`src/rtl/sine_wave_sequencer.sv`:
```
// sine_wave_sequencer: per-frame phase sequencer feeding an external sine LUT.
// Once per accepted frame_tick it advances an 8-bit phase accumulator. It then
// reads two adjacent LUT samples and linearly interpolates between them using
// the 4-bit phase fraction.
//
// Ports:
//   clk        in  1 : system clock, all state on rising edge
//   rst        in  1 : synchronous active-high reset
//   frame_tick in  1 : one-cycle frame-start pulse
//   speed      in  4 : phase increment per frame (1/16 LUT-step units)
//   freeze     in  1 : hold phase on an accepted tick, still refresh the wave
//   lut_pos    out 4 : LUT index (registered)
//   lut_data   in  8 : LUT sample, combinational function of lut_pos
//   phase      out 8 : accumulator, [7:4] index, [3:0] fraction
//   wave_y     out 8 : interpolated sample, held between updates
//   wave_valid out 1 : one-cycle pulse when wave_y updates
//   busy       out 1 : high whenever the sequencer is not idle
//   overrun    out 1 : sticky, a tick arrived while busy
module sine_wave_sequencer (
  input  logic       clk,
  input  logic       rst,
  input  logic       frame_tick,
  input  logic [3:0] speed,
  input  logic       freeze,
  output logic [3:0] lut_pos,
  input  logic [7:0] lut_data,
  output logic [7:0] phase,
  output logic [7:0] wave_y,
  output logic       wave_valid,
  output logic       busy,
  output logic       overrun
);

  localparam int unsigned IDX_W   = 4;
  localparam int unsigned FRAC_W  = 4;
  localparam int unsigned DATA_W  = 8;
  localparam int unsigned PHASE_W = IDX_W + FRAC_W;
  localparam int unsigned DIFF_W  = DATA_W + 1;
  localparam int unsigned PROD_W  = DIFF_W + FRAC_W;

  typedef enum logic [1:0] {
    S_IDLE   = 2'd0,
    S_LOAD_A = 2'd1,
    S_LOAD_B = 2'd2,
    S_BLEND  = 2'd3
  } state_t;

  state_t              r_state;
  logic [PHASE_W-1:0]  r_phase;
  logic [IDX_W-1:0]    r_lut_pos;
  logic [FRAC_W-1:0]   r_frac;
  logic [DATA_W-1:0]   r_sample_a;
  logic [DATA_W-1:0]   r_sample_b;
  logic [DATA_W-1:0]   r_wave_y;
  logic                r_wave_valid;
  logic                r_busy;
  logic                r_overrun;

  state_t              w_state_next;
  logic [PHASE_W-1:0]  w_phase_next;
  logic [PHASE_W-1:0]  w_phase_tick;
  logic [IDX_W-1:0]    w_lut_pos_next;
  logic [FRAC_W-1:0]   w_frac_next;
  logic [DATA_W-1:0]   w_sample_a_next;
  logic [DATA_W-1:0]   w_sample_b_next;
  logic [DATA_W-1:0]   w_wave_y_next;
  logic                w_wave_valid_next;
  logic                w_overrun_next;

  logic signed [DIFF_W-1:0] w_diff;
  logic signed [PROD_W-1:0] w_prod;
  logic [DATA_W-1:0]        w_blend;

  // Phase that an accepted tick would produce (wraps mod 256)
  assign w_phase_tick = freeze ? r_phase : r_phase + PHASE_W'(speed);

  // Linear blend: a + floor((b - a) * frac / 16); result stays within [a, b]
  assign w_diff  = $signed({1'b0, r_sample_b}) - $signed({1'b0, r_sample_a});
  assign w_prod  = PROD_W'(w_diff) * PROD_W'($signed({1'b0, r_frac}));
  assign w_blend = r_sample_a + DATA_W'(w_prod >>> FRAC_W);

  // Next-state and datapath update
  always_comb begin
    w_state_next      = r_state;
    w_phase_next      = r_phase;
    w_lut_pos_next    = r_lut_pos;
    w_frac_next       = r_frac;
    w_sample_a_next   = r_sample_a;
    w_sample_b_next   = r_sample_b;
    w_wave_y_next     = r_wave_y;
    w_wave_valid_next = 1'b0;
    w_overrun_next    = r_overrun;

    case (r_state)
      S_IDLE: begin
        if (frame_tick) begin
          w_phase_next   = w_phase_tick;
          w_lut_pos_next = w_phase_tick[PHASE_W-1:FRAC_W];
          w_frac_next    = w_phase_tick[FRAC_W-1:0];
          w_state_next   = S_LOAD_A;
        end
      end
      S_LOAD_A: begin
        w_sample_a_next = lut_data;
        w_lut_pos_next  = r_lut_pos + IDX_W'(1);
        w_state_next    = S_LOAD_B;
      end
      S_LOAD_B: begin
        w_sample_b_next = lut_data;
        w_state_next    = S_BLEND;
      end
      S_BLEND: begin
        w_wave_y_next     = w_blend;
        w_wave_valid_next = 1'b1;
        w_state_next      = S_IDLE;
      end
      default: w_state_next = S_IDLE;
    endcase

    // Ticks arriving outside IDLE are dropped and flagged
    if (frame_tick && (r_state != S_IDLE)) begin
      w_overrun_next = 1'b1;
    end
  end

  // State and datapath registers
  always_ff @(posedge clk) begin
    if (rst) begin
      r_state      <= S_IDLE;
      r_phase      <= '0;
      r_lut_pos    <= '0;
      r_frac       <= '0;
      r_sample_a   <= '0;
      r_sample_b   <= '0;
      r_wave_y     <= '0;
      r_wave_valid <= 1'b0;
      r_busy       <= 1'b0;
      r_overrun    <= 1'b0;
    end else begin
      r_state      <= w_state_next;
      r_phase      <= w_phase_next;
      r_lut_pos    <= w_lut_pos_next;
      r_frac       <= w_frac_next;
      r_sample_a   <= w_sample_a_next;
      r_sample_b   <= w_sample_b_next;
      r_wave_y     <= w_wave_y_next;
      r_wave_valid <= w_wave_valid_next;
      r_busy       <= (w_state_next != S_IDLE);
      r_overrun    <= w_overrun_next;
    end
  end

  assign lut_pos    = r_lut_pos;
  assign phase      = r_phase;
  assign wave_y     = r_wave_y;
  assign wave_valid = r_wave_valid;
  assign busy       = r_busy;
  assign overrun    = r_overrun;

endmodule

```
`config.mk`:
```
export PLATFORM = sky130hd
export DESIGN_NAME = sine_wave_sequencer
export DESIGN_NICKNAME = d
export VERILOG_FILES = /design/src/rtl/sine_wave_sequencer.sv
export SDC_FILE = /design/constraint.sdc
export NUM_CORES = 1
export LEC_CHECK = 0
export ABC_AREA = 1
export CAP_MARGIN = 40
export CORE_ASPECT_RATIO = 1.25
export CORE_MARGIN = 8
export CORE_UTILIZATION = 41
export DETAILED_ROUTE_END_ITERATION = 10
export SLEW_MARGIN = 20
export SYNTH_ARGS = -nofsm -noshare
export SYNTH_HDL_FRONTEND = slang
export SYNTH_SLANG_ARGS = --single-unit
```
`constraint.sdc`:
```
create_clock -name clk -period 5.8 [get_ports clk]
set_input_delay 0.87 -clock clk [delete_from_list [all_inputs] [get_ports clk]]
set_output_delay 0.87 -clock clk [all_outputs]
set_load 0.03 [all_outputs]
```
# Word-level counts from Yosys, hierarchy flattened
# Index checks and enable logic that the tools add are counted.
# word_totals
inputBits	16
out_inout_bits	23
ff_bits	45
wordCells	32
# classes
muxes	6
reduce_logical	7
eq_ne	4
addsub	4
mul	1
# ops
op	n
9-bit by 5-bit multiplier with 12-bit output	1
8-bit by 8-bit subtractor with 9-bit output	1
8-bit by 4-bit adder with 8-bit output	1
8-bit adder	1
8-bit two-way mux	1
2-bit one-hot mux with 4 select lines	1
4-bit one-hot mux with 2 select lines	1
2-bit nonzero test	3
4-bit by 1-bit adder with 4-bit output, second input constant	1
2-bit == test, second input constant	2
4-bit two-way mux	1
2-bit AND reduction	2
2-bit by 1-bit == test with 1-bit output, second input constant	1
2-bit zero test	1
2-bit two-way mux	1
2-bit inequality test, second input constant	1
1-bit logical AND	1
1-bit two-way mux	1

# Depth between registers and ports, before layout
# Gate-level depths: netlist (run 1).
# logic_depth
ltp_word	4
ltp_mapped	38
mapped_depth_nobuf	38

# Least setup slack after synthesis (run 1)
# Ideal clock, no wire load.
# synth_path
kind	flip-flop to flip-flop
from	register r_sample_b[0]
to	register r_wave_y[7] (netlist: wave_y[7])
path_buffers	0
t_arrival_ns	4.914
period_less_slack_ns	5.023
slack_ns	0.777
required_ns	5.691
path_stages_with_launch	35
cell_sequence	dfxtp_1 -> inv_1 -> ha_1 -> fa_1 -> inv_1 -> nand2_1 -> nand2_1 -> nand2_1 -> xor2_1 -> inv_1 -> nor2_1 -> ha_1 -> fa_1 -> inv_1 -> fa_1 -> inv_1 -> ha_1 -> a21oi_1 -> o21ai_0 -> o21ai_0 -> nand2_1 -> xor2_1 -> ha_1 -> nand2_1 -> nand2_1 -> a21oi_1 -> nand2_1 -> nand2_1 -> nand2_1 -> nand2_1 -> nand2_1 -> nand2_1 -> nand3_1 -> nand2_1 -> inv_1
# synth_between
elab_chain_cells	3
# synth_lines
element	line_no	rtl
start: declaration	53	logic [DATA_W-1:0] r_sample_b;
start signal: assignment	145	r_sample_b <= w_sample_b_next;
8-bit by 8-bit subtractor with 9-bit output	78	assign w_diff = $signed({1'b0, r_sample_b}) - $signed({1'b0, r_sample_a});
9-bit by 5-bit multiplier with 12-bit output	79	assign w_prod = PROD_W'(w_diff) * PROD_W'($signed({1'b0, r_frac}));
8-bit adder	80	assign w_blend = r_sample_a + DATA_W'(w_prod >>> FRAC_W);
end signal: assignment	146	r_wave_y <= w_wave_y_next;
end: declaration	54	logic [DATA_W-1:0] r_wave_y;
# No other way between the ends.
# A chain may end at the register's enable or synchronous reset.

# Final worst setup path (run 1)
# Same ends and word-level chain as after synthesis.

==> impl_metrics.ini, run 1 <==
[status]
status = finished, final reports clean

[critical_path]
start_kind = flip-flop
worst_setup_path_end_kind = flip-flop
cp.arrival_ns = 5.65
path_class = reg2reg
worstReg2RegStart = r_sample_b[0]
max_stage_delay_ns = 0.54
crit_required_ns = 5.99
cpMaxStageDelayCell = fa_1
r2r_end = wave_y[7]
critical_path_peak_fanout = 4
rrSetupSlack_ns = 0.34
crit_top_cell = nand2_1
rr_worst_depth = 36

[sta]
hold_viol = 0
setup_violations = 0
fmax_mhz = 183.1
skew_ns = 0.003392
drv_slew = 0
period_needed_ns = 5.460
fin_setup_tns_ns = 0
slew_headroom_pct = 56.98
worstMarginPinSlew_ns = 0.6432
finalCritPeriodShare_pct = 94.14
rsz0062_at_grt = yes

[clocking]
cts.sinks = 41
cts_tree = done
htreeDepth = 2
cts_root_buf = clkbuf_16
hold_buffers = 0
clk_pin_slew_worst_paths_ns = 0.06
insertion_delay_ns = 0.29
clockBufferDepth = 2
cts_inserted_buffers = 5

[power]
switching_power_uw = 836.1
peakVddDrop_mv = 0.2449
combPwrFrac_pct = 61.1
total_leakage_power_nw = 2.343
sw_frac_of_total_pct = 46.32
seq_power_share_pct = 20.6
p_int_uw = 969.1
p_clk_share_pct = 18.3
power_density_nw_per_um2 = 400.2

[synthesis]
avgSynthCellArea_um2 = 6.782
synthTopCellsByCount = inv_1 (110), nand2_1 (96), nor2_1 (91)
ys_warn_count = 0
synth_edf_count = 0
seq_area_frac_synth_pct = 22.01
yosys.cell_types.count = 32
netlist_top_cells_area = dfxtp_1 (22%), ha_1 (14%), inv_1 (11%), fa_1 (9.7%), nand2_1 (9.7%)
ys_seq_elements = 41
ys_async_sr_fraction_pct = 0
syn_inst = 550
synth_top_area_share_pct = 22.01
syn-num-nets = 627
yosysMostFrequentCell = inv_1
ys.flop_type = dfxtp_1
synth_top_area_cell = dfxtp_1
syn_area_um2 = 3730

[drt]
ant_nets = 0
wire_per_inst_um = 12.58
via_count = 3420
drt_first_pass_iters = 4
drt_iter0_drc = 158
drcViolationCount = 0
wl_mm = 9.007
via_per_inst = 4.777

[min_path]
hp-start = r_sample_b[0]
worstHoldPathType = reg2reg
hold_depth = 2
whs_endpoint = r_sample_b[0]

[global_routing]
grtUsageTotal_pct = 15.34
grt_max_degree = 28
antenna_found_initial = 0
grt_pass1_wl_mm = 15.35
grt_pass1_vias = 3319
gr-total-overflow = 0

[finish]
drive_gt1_share_pct = 5.565
stdcell_count = 716
num-nets-final = 669
antenna_cells = 0
area_delta_synth_final_pct = 20.93

[floorplan]
die_area_um2 = 12420
placementRows = 39
core_um2 = 8979
initial_core_util_pct = 41.54
die_x_um = 101.3
io_pins = 39
die_h_um = 122.6

[place]
dp_hpwl_mm = 7.340
dp_cells = 706
port_buffers = 38
place_congestion = 0.8609

[job]
maxCapViolCount = 0
critical path: cells and delay by family, from the launching register on:
kind / cells / cell delay [ns]
simple gates: 18 / 1.39
buf+inv: 7 / 0.42
flops: 1 / 0.31
xor+xnor: 2 / 0.35
fa+ha+maj: 7 / 2.64
compound gates: 2 / 0.22
placed cells by master, fill, tap and decap left out, drive strengths merged:
| master | n |
|---|---|
| a31oi | 1 |
| fa | 18 |
| nor3 | 3 |
| inv | 112 |
| or2 | 2 |
| nand3 | 23 |
| clkinv | 3 |
| nand2 | 97 |
| dfxtp | 41 |
| nand3b | 1 |
| a21o | 1 |
| clkbuf | 6 |
| xnor2 | 4 |
| bufinv | 1 |
| nor2 | 93 |
| ha | 43 |
| o21bai | 1 |
| buf | 3 |
| a21oi | 40 |
| xor2 | 15 |
| a21boi | 1 |
| nor4 | 1 |
| o21ai | 38 |
| o211ai | 3 |
| clkdlybuf4s50 | 38 |
| clkinvlp | 1 |
| o31a | 1 |
| o21ba | 1 |
| nand4 | 1 |
worst max path at each step:
stage	startpoint	end	slack [ns]	depth (start not counted)
global placement	r_sample_a[0]	wave_y[7]	0.21	33
finish	r_sample_b[0]	wave_y[7]	0.34	36
floorplan	r_sample_b[0]	wave_y[7]	0.78	34
CTS	r_sample_b[0]	wave_y[7]	0.15	34
detailed placement	r_sample_a[0]	wave_y[7]	0.19	33
global route	r_sample_b[0]	wave_y[7]	-0.08	36
state kept, by name (all words and copies together) (netlist names):
signal	cells
wave_y	8
lut_pos	4
r_state	2
overrun	1
r_sample_b	8
r_sample_a	8
phase	8
wave_valid	1
busy	1
per-layer routing:
layer / routed length, um / vias up / track usage, %
met5: 0 / - / 0
met4: 179 / 0 / 5.415
met3: 366 / 12 / 3.121
met2: 4490 / 61 / 27.16
met1: 3970 / 1565 / 17.81
li1: - / 1782 / -
final cells by class:
type	count	area, um2
Clock buffer	6	138.9
Sequential cell	41	820.8
Timing Repair Buffer	41	402.9
Fill cell	928	4468
Inverter	115	431.7
Tap cell	123	153.9
Clock inverter	2	37.54
Multi-Input combinational cell	388	2525
cell families (layout without fill, tap and decap cells):
family | count (synthesis) | in the layout | synth area share [%]
flops | 41 | 41 | 22.01
xor+xnor | 19 | 19 | 4.462
compound gates | 87 | 87 | 12.98
buf+inv | 121 | 164 | 12.18
fa+ha+maj | 61 | 61 | 24.09
simple gates | 221 | 221 | 24.29
power groups by stage:
| stage | Clock, mW | Sequential [mW] | Combinational, mW |
|---|---|---|---|
| 2_1_floorplan | 0 | 0.410 | 0.716 |
| 3_3_place_gp | 0 | 0.376 | 1.01 |
| 3_5_place_dp | 0 | 0.377 | 1.02 |
| 4_1_cts | 0.337 | 0.371 | 1.03 |
| 5_1_grt | 0.348 | 0.380 | 1.25 |
| 6_report | 0.330 | 0.372 | 1.10 |
timing repair:
action                     in CTS  in global routing
buffers inserted                0                  2
setup endpoints to repair       0                  4
resized for setup               0                 12
hold endpoints to repair        0                  0
stage by stage:
step           power, mW  instance area [um2]  utilization (%)  setup WS [ns]  hold WS, ns
4_1_cts            1.737                 4425            49.29         0.1540       0.4874
6_report           1.805                 4511            50.24         0.3398       0.4772
5_1_grt            1.980                 4511            50.24       -0.08436       0.4996
3_5_place_dp       1.394                 4249            47.32         0.1866       0.4563
2_1_floorplan      1.126                 3730                -         0.7773       0.4373
3_3_place_gp       1.389                 4249            47.32         0.2085       0.4542
(Power assumes the default switching activity.)
==> inputs of run 2 (changes only) <==
CAP_MARGIN = 20   (was 40)
PLACE_DENSITY = 0.71   (was default)
==> run 2 against run 1 <==
Die area stayed put. Sequential power barely moved. Global-route usage fell by 0.84 points. Critical path type unchanged. Critical endpoint unchanged.
==> impl_metrics.ini, run 2 (same netlist as run 1, synthesis figures left out) <==
[status]
status = finished, final reports clean

[sta]
skew_ns = 0.005152
worstMarginPinSlew_ns = 0.6571
hold_viol = 0
setup_ws_ns = 0.3673
fmax_mhz = 184.1
slew_headroom_pct = 56.06
drv_slew = 0
period_needed_ns = 5.433
fin_setup_tns_ns = 0
finalCritPeriodShare_pct = 93.67
setup_violations = 0

[power]
combPwrFrac_pct = 59.9
total_leakage_power_nw = 2.344
power_density_nw_per_um2 = 401.7
sw_frac_of_total_pct = 45.46
p_clk_share_pct = 19.6
switching_power_uw = 827.6
p_int_uw = 992.9
peakVddDrop_mv = 0.3220
seq_power_share_pct = 20.4

[drt]
wl_mm = 8.814
drt_iter0_drc = 121
drcViolationCount = 0
via_count = 3403
wire_per_inst_um = 12.34
via_per_inst = 4.766
ant_nets = 0
drt_first_pass_iters = 5

[clocking]
insertion_delay_ns = 0.28
clockBufferDepth = 2
htreeDepth = 2
cts_root_buf = clkbuf_16
cts_tree = done
cts.sinks = 41
clk_pin_slew_worst_paths_ns = 0.06
cts_inserted_buffers = 5

[critical_path]
crit_family = adder cells
worst_setup_path_end_kind = flip-flop
crit_required_ns = 5.98
cp.arrival_ns = 5.62
rr_worst_depth = 36
critical_path_peak_fanout = 3
crit_top_cell = nand2_1
r2r_end = wave_y[7]
path_class = reg2reg
worstReg2RegStart = r_sample_b[0]
path_buf_inv = 8
max_stage_delay_ns = 0.56
cpMaxStageDelayCell = fa_1
rrSetupSlack_ns = 0.37
start_kind = flip-flop

[floorplan]
placementRows = 39
core_um2 = 8979
die_h_um = 122.6
die_x_um = 101.3
io_pins = 39
die_area_um2 = 12420
initial_core_util_pct = 41.54

[global_routing]
grtUsageTotal_pct = 14.50
grt_pass1_wl_mm = 14.71
grt_max_degree = 28
grt_pass1_vias = 3381
gr-total-overflow = 0
antenna_found_initial = 0

[finish]
multi_input_area_um2 = 2547
seq_area_um2 = 820.8
drive_gt1_share_pct = 5.753
mostFrequentLayoutCells = inv_1 (110), nand2_1 (95), nor2_1 (91), dfxtp_1 (41)
antenna_cells = 0
num-nets-final = 667
final_common_cell = inv_1
fill_cells = 902
area_delta_synth_final_pct = 21.50

[min_path]
worstHoldPathType = reg2reg
hp-start = r_sample_b[0]
hold_depth = 2
whs_endpoint = r_sample_b[0]

[place]
place_congestion = 0.9261
port_buffers = 38
pre_cts_ws_ns = 0.2232
dp_hpwl_mm = 7.201

[job]
maxCapViolCount = 0
-- run 2: per-layer routing --
metal	share of wire [%]	up-vias	wire, um	track usage, %
met5	0	-	0	0
met4	1.6	0	142	5.602
met3	2.3	11	206	2.100
met2	53	54	4690	26.96
met1	43	1557	3775	16.11
li1	-	1781	-	-
-- run 2: how the worst max path moves through the flow --
stage          slack [ns]   endpoint          start  cells past startpoint
3_5_place_dp         0.22  wave_y[7]  r_sample_a[0]                     33
3_3_place_gp         0.30  wave_y[7]  r_sample_a[0]                     33
2_1_floorplan        0.78  wave_y[7]  r_sample_b[0]                     34
5_1_grt             -0.03  wave_y[7]  r_sample_a[0]                     35
6_report             0.37  wave_y[7]  r_sample_b[0]                     36
4_1_cts              0.17  wave_y[7]  r_sample_a[0]                     33
-- run 2: repair_timing --
| action | in CTS | in global routing |
|---|---|---|
| buffers inserted | 0 | 1 |
| endpoints found under the setup margin | 0 | 3 |
| resized for setup | 0 | 14 |
| hold buffers | 0 | 0 |
-- run 2: power groups by stage --
| stage | Clock, mW | Combinational (mW) | Sequential [mW] |
|---|---|---|---|
| final | 0.358 | 1.09 | 0.372 |
| after global routing | 0.372 | 1.24 | 0.378 |
| after CTS | 0.364 | 1.02 | 0.371 |
| after global placement | 0 | 0.980 | 0.375 |
| after detailed placement | 0 | 1.00 | 0.377 |
| after floorplan | 0 | 0.716 | 0.410 |
-- run 2: layout make-up --
cell class | count | share of cell area [%]
tap | 123 | 3.396
clock inverter | 3 | 1.436
clock buffer | 5 | 2.761
timing repair buffer | 39 | 8.559
multi-input combinational | 388 | 56.21
inverter | 115 | 9.525
sequential | 41 | 18.11
-- run 2: metrics by stage --
| stage | hold WS (ns) | power, mW | utilization (%) | instances | instance area [um2] |
|---|---|---|---|---|---|
| finish | 0.4833 | 1.821 | 50.47 | 714 | 4532 |
| global placement | 0.4501 | 1.355 | 47.24 | 705 | 4242 |
| detailed placement | 0.4656 | 1.382 | 47.24 | 705 | 4242 |
| global route | 0.4956 | 1.987 | 50.47 | 714 | 4532 |
| CTS | 0.4735 | 1.751 | 49.36 | 713 | 4432 |
| floorplan | 0.4373 | 1.126 | - | 550 | 3730 |
-- run 2: worst min-delay path, stage by stage, from the launching register on --
cell     delay, ns
dfxtp_1       0.30
inv_1         0.07
a21oi_1       0.07
==> inputs of run 3 (changes only) <==
GPL_TIMING_DRIVEN = 0   (was default)
HOLD_SLACK_MARGIN = 0.02   (was default)
clock period = 5.2 ns   (was 5.8 ns; I/O delays follow)
==> run 3 against run 2 <==
Core utilization up 3.2 points. Clock power fell by 13%. The run now ends with negative setup slack left. Global-route usage grew 0.43 points. Final area is 6.4% higher. Largest cell class unchanged. Non-clock buffer count increased by 21. Fmax grew 3.6%. Cell count increased by 2.8%. Flip-flop and latch count stayed put. Sequential share of layout area decreased by 0.80 points. Routed wire length is 5.6% higher.
==> impl_metrics.ini, run 3 (same netlist as run 1, synthesis figures left out) <==
[power]
power_density_nw_per_um2 = 461.5
switching_power_mw = 1.026
p_clk_share_pct = 14.0
combPwrFrac_pct = 67.1
sw_frac_of_total_pct = 46.10
seq_power_share_pct = 18.9
total_leakage_power_nw = 2.421
p_int_mw = 1.200
peakVddDrop_mv = 0.3550
finalPower_mw = 2.226

[global_routing]
grtUsageTotal_pct = 14.93
gr-total-overflow = 0
grt_pass1_vias = 3505
grt_pass1_wl_mm = 15.08
antenna_found_initial = 0
grt_max_degree = 13

[critical_path]
path_class = reg2reg
rr_worst_depth = 36
worstReg2RegStart = r_sample_a[0]
crit_start = r_sample_a[0]
cp.arrival_ns = 5.44
worst_setup_path_end_kind = flip-flop
max_stage_delay_ns = 0.49
rrSetupSlack_ns = -0.04
crit_top_cell = nand2_1
r2r_end = wave_y[7]
cpMaxStageDelayCell = fa_1
critPathCapture = wave_y[7]
crit_required_ns = 5.39
start_kind = flip-flop
critical_path_peak_fanout = 4

[finish]
antenna_cells = 0
area_delta_synth_final_pct = 29.29
num-nets-final = 688
final_common_cell = inv_1
drive_gt1_share_pct = 13.75
post-route-util_pct = 53.71
mostFrequentLayoutCells = inv_1 (102), nand2_1 (91), nor2_1 (88), clkdlybuf4s50_1 (38), dfxtp_1 (34)

[status]
failed_checks = negative setup slack
status = finished, violations left

[sta]
fmax_mhz = 190.7
rsz0062_at_grt = yes
hold_viol = 0
fin_setup_tns_ns = -0.04462
setup_violations = 1
period_needed_ns = 5.245
finalCritPeriodShare_pct = 100.9
drv_slew = 0
setup_ws_ns = -0.04462
worstMarginPinSlew_ns = 0.5086
skew_ns = 0.002907
slew_headroom_pct = 66.10

[floorplan]
placementRows = 39
die_h_um = 122.6
initial_core_util_pct = 41.54
io_pins = 39
die_x_um = 101.3
die_area_um2 = 12420
core_um2 = 8979

[drt]
drt_first_pass_iters = 4
drt_iter0_drc = 118
wire_per_inst_um = 12.68
via_count = 3543
drcViolationCount = 0
via_per_inst = 4.827
ant_nets = 0
wl_mm = 9.304

[clocking]
htreeDepth = 2
cts_inserted_buffers = 5
insertion_delay_ns = 0.29
hold_buffers = 0
cts_root_buf = clkbuf_16
cts_tree = done
clk_pin_slew_worst_paths_ns = 0.06
cts.sinks = 41
clockBufferDepth = 2

[place]
port_buffers = 38
place_congestion = 0.8567
dp_hpwl_mm = 7.172

[job]
maxCapViolCount = 0

[min_path]
worstHoldPathType = reg2reg
-- run 3: power groups by stage --
stage / combinational [mW] / clock [mW] / sequential (mW)
3_5_place_dp: 1.10 / 0 / 0.422
4_1_cts: 1.26 / 0.319 / 0.418
5_1_grt: 1.67 / 0.330 / 0.426
3_3_place_gp: 1.08 / 0 / 0.420
2_1_floorplan: 0.799 / 0 / 0.457
6_report: 1.49 / 0.312 / 0.420
-- run 3: worst min path at each step --
stage	from	end	slack (ns)	depth (start not counted)
floorplan	r_sample_b[0]	r_sample_b[0]	0.44	2
global placement	overrun	overrun	0.45	2
detailed placement	r_sample_b[0]	r_sample_b[0]	0.45	2
CTS	overrun	overrun	0.48	2
global route	r_sample_b[7]	r_sample_b[7]	0.53	2
finish	overrun	overrun	0.48	2
-- run 3: layout make-up --
cell class                      count  area (um2)
Buffer                              6       22.52
Clock buffer                        6       138.9
Clock inverter                      1       7.507
Fill cell                         847        4156
Inverter                          115       431.7
Multi-Input combinational cell    388        2729
Sequential cell                    41       834.6
Tap cell                          123       153.9
Timing Repair Buffer               54       504.2
-- run 3: per-stage QoR --
stage	hold slack [ns]	instances	setup slack, ns	cell area, um2
finish	0.4794	734	-0.04462	4822
CTS	0.4813	724	0.004428	4586
detailed placement	0.4540	711	-0.4387	4264
global route	0.5340	734	-0.3043	4822
global placement	0.4528	711	-0.2945	4264
floorplan	0.4373	550	0.1773	3730
-- run 3: metal layers --
metal / vias to the layer above / track usage [%] / wire, um
li1: 1827 / - / -
met1: 1633 / 15.38 / 3833
met5: - / 0 / 0
met3: 22 / 2.384 / 227
met2: 61 / 28.57 / 4990
met4: 0 / 6.909 / 252
-- run 3: critical path: cells and delay by family (launching register included) --
family        cells  cell delay, ns
xor+xnor          1            0.21
simple gates     21            1.78
flops             1            0.35
fa+ha+maj         7            2.34
buf+inv           7            0.44
-- run 3: what timing repair did --
item,in CTS,in global routing
setup endpoints to repair,4,4
buffers inserted,6,10
gates resized for setup,25,40
pin swaps,10,41
gates cloned,0,0
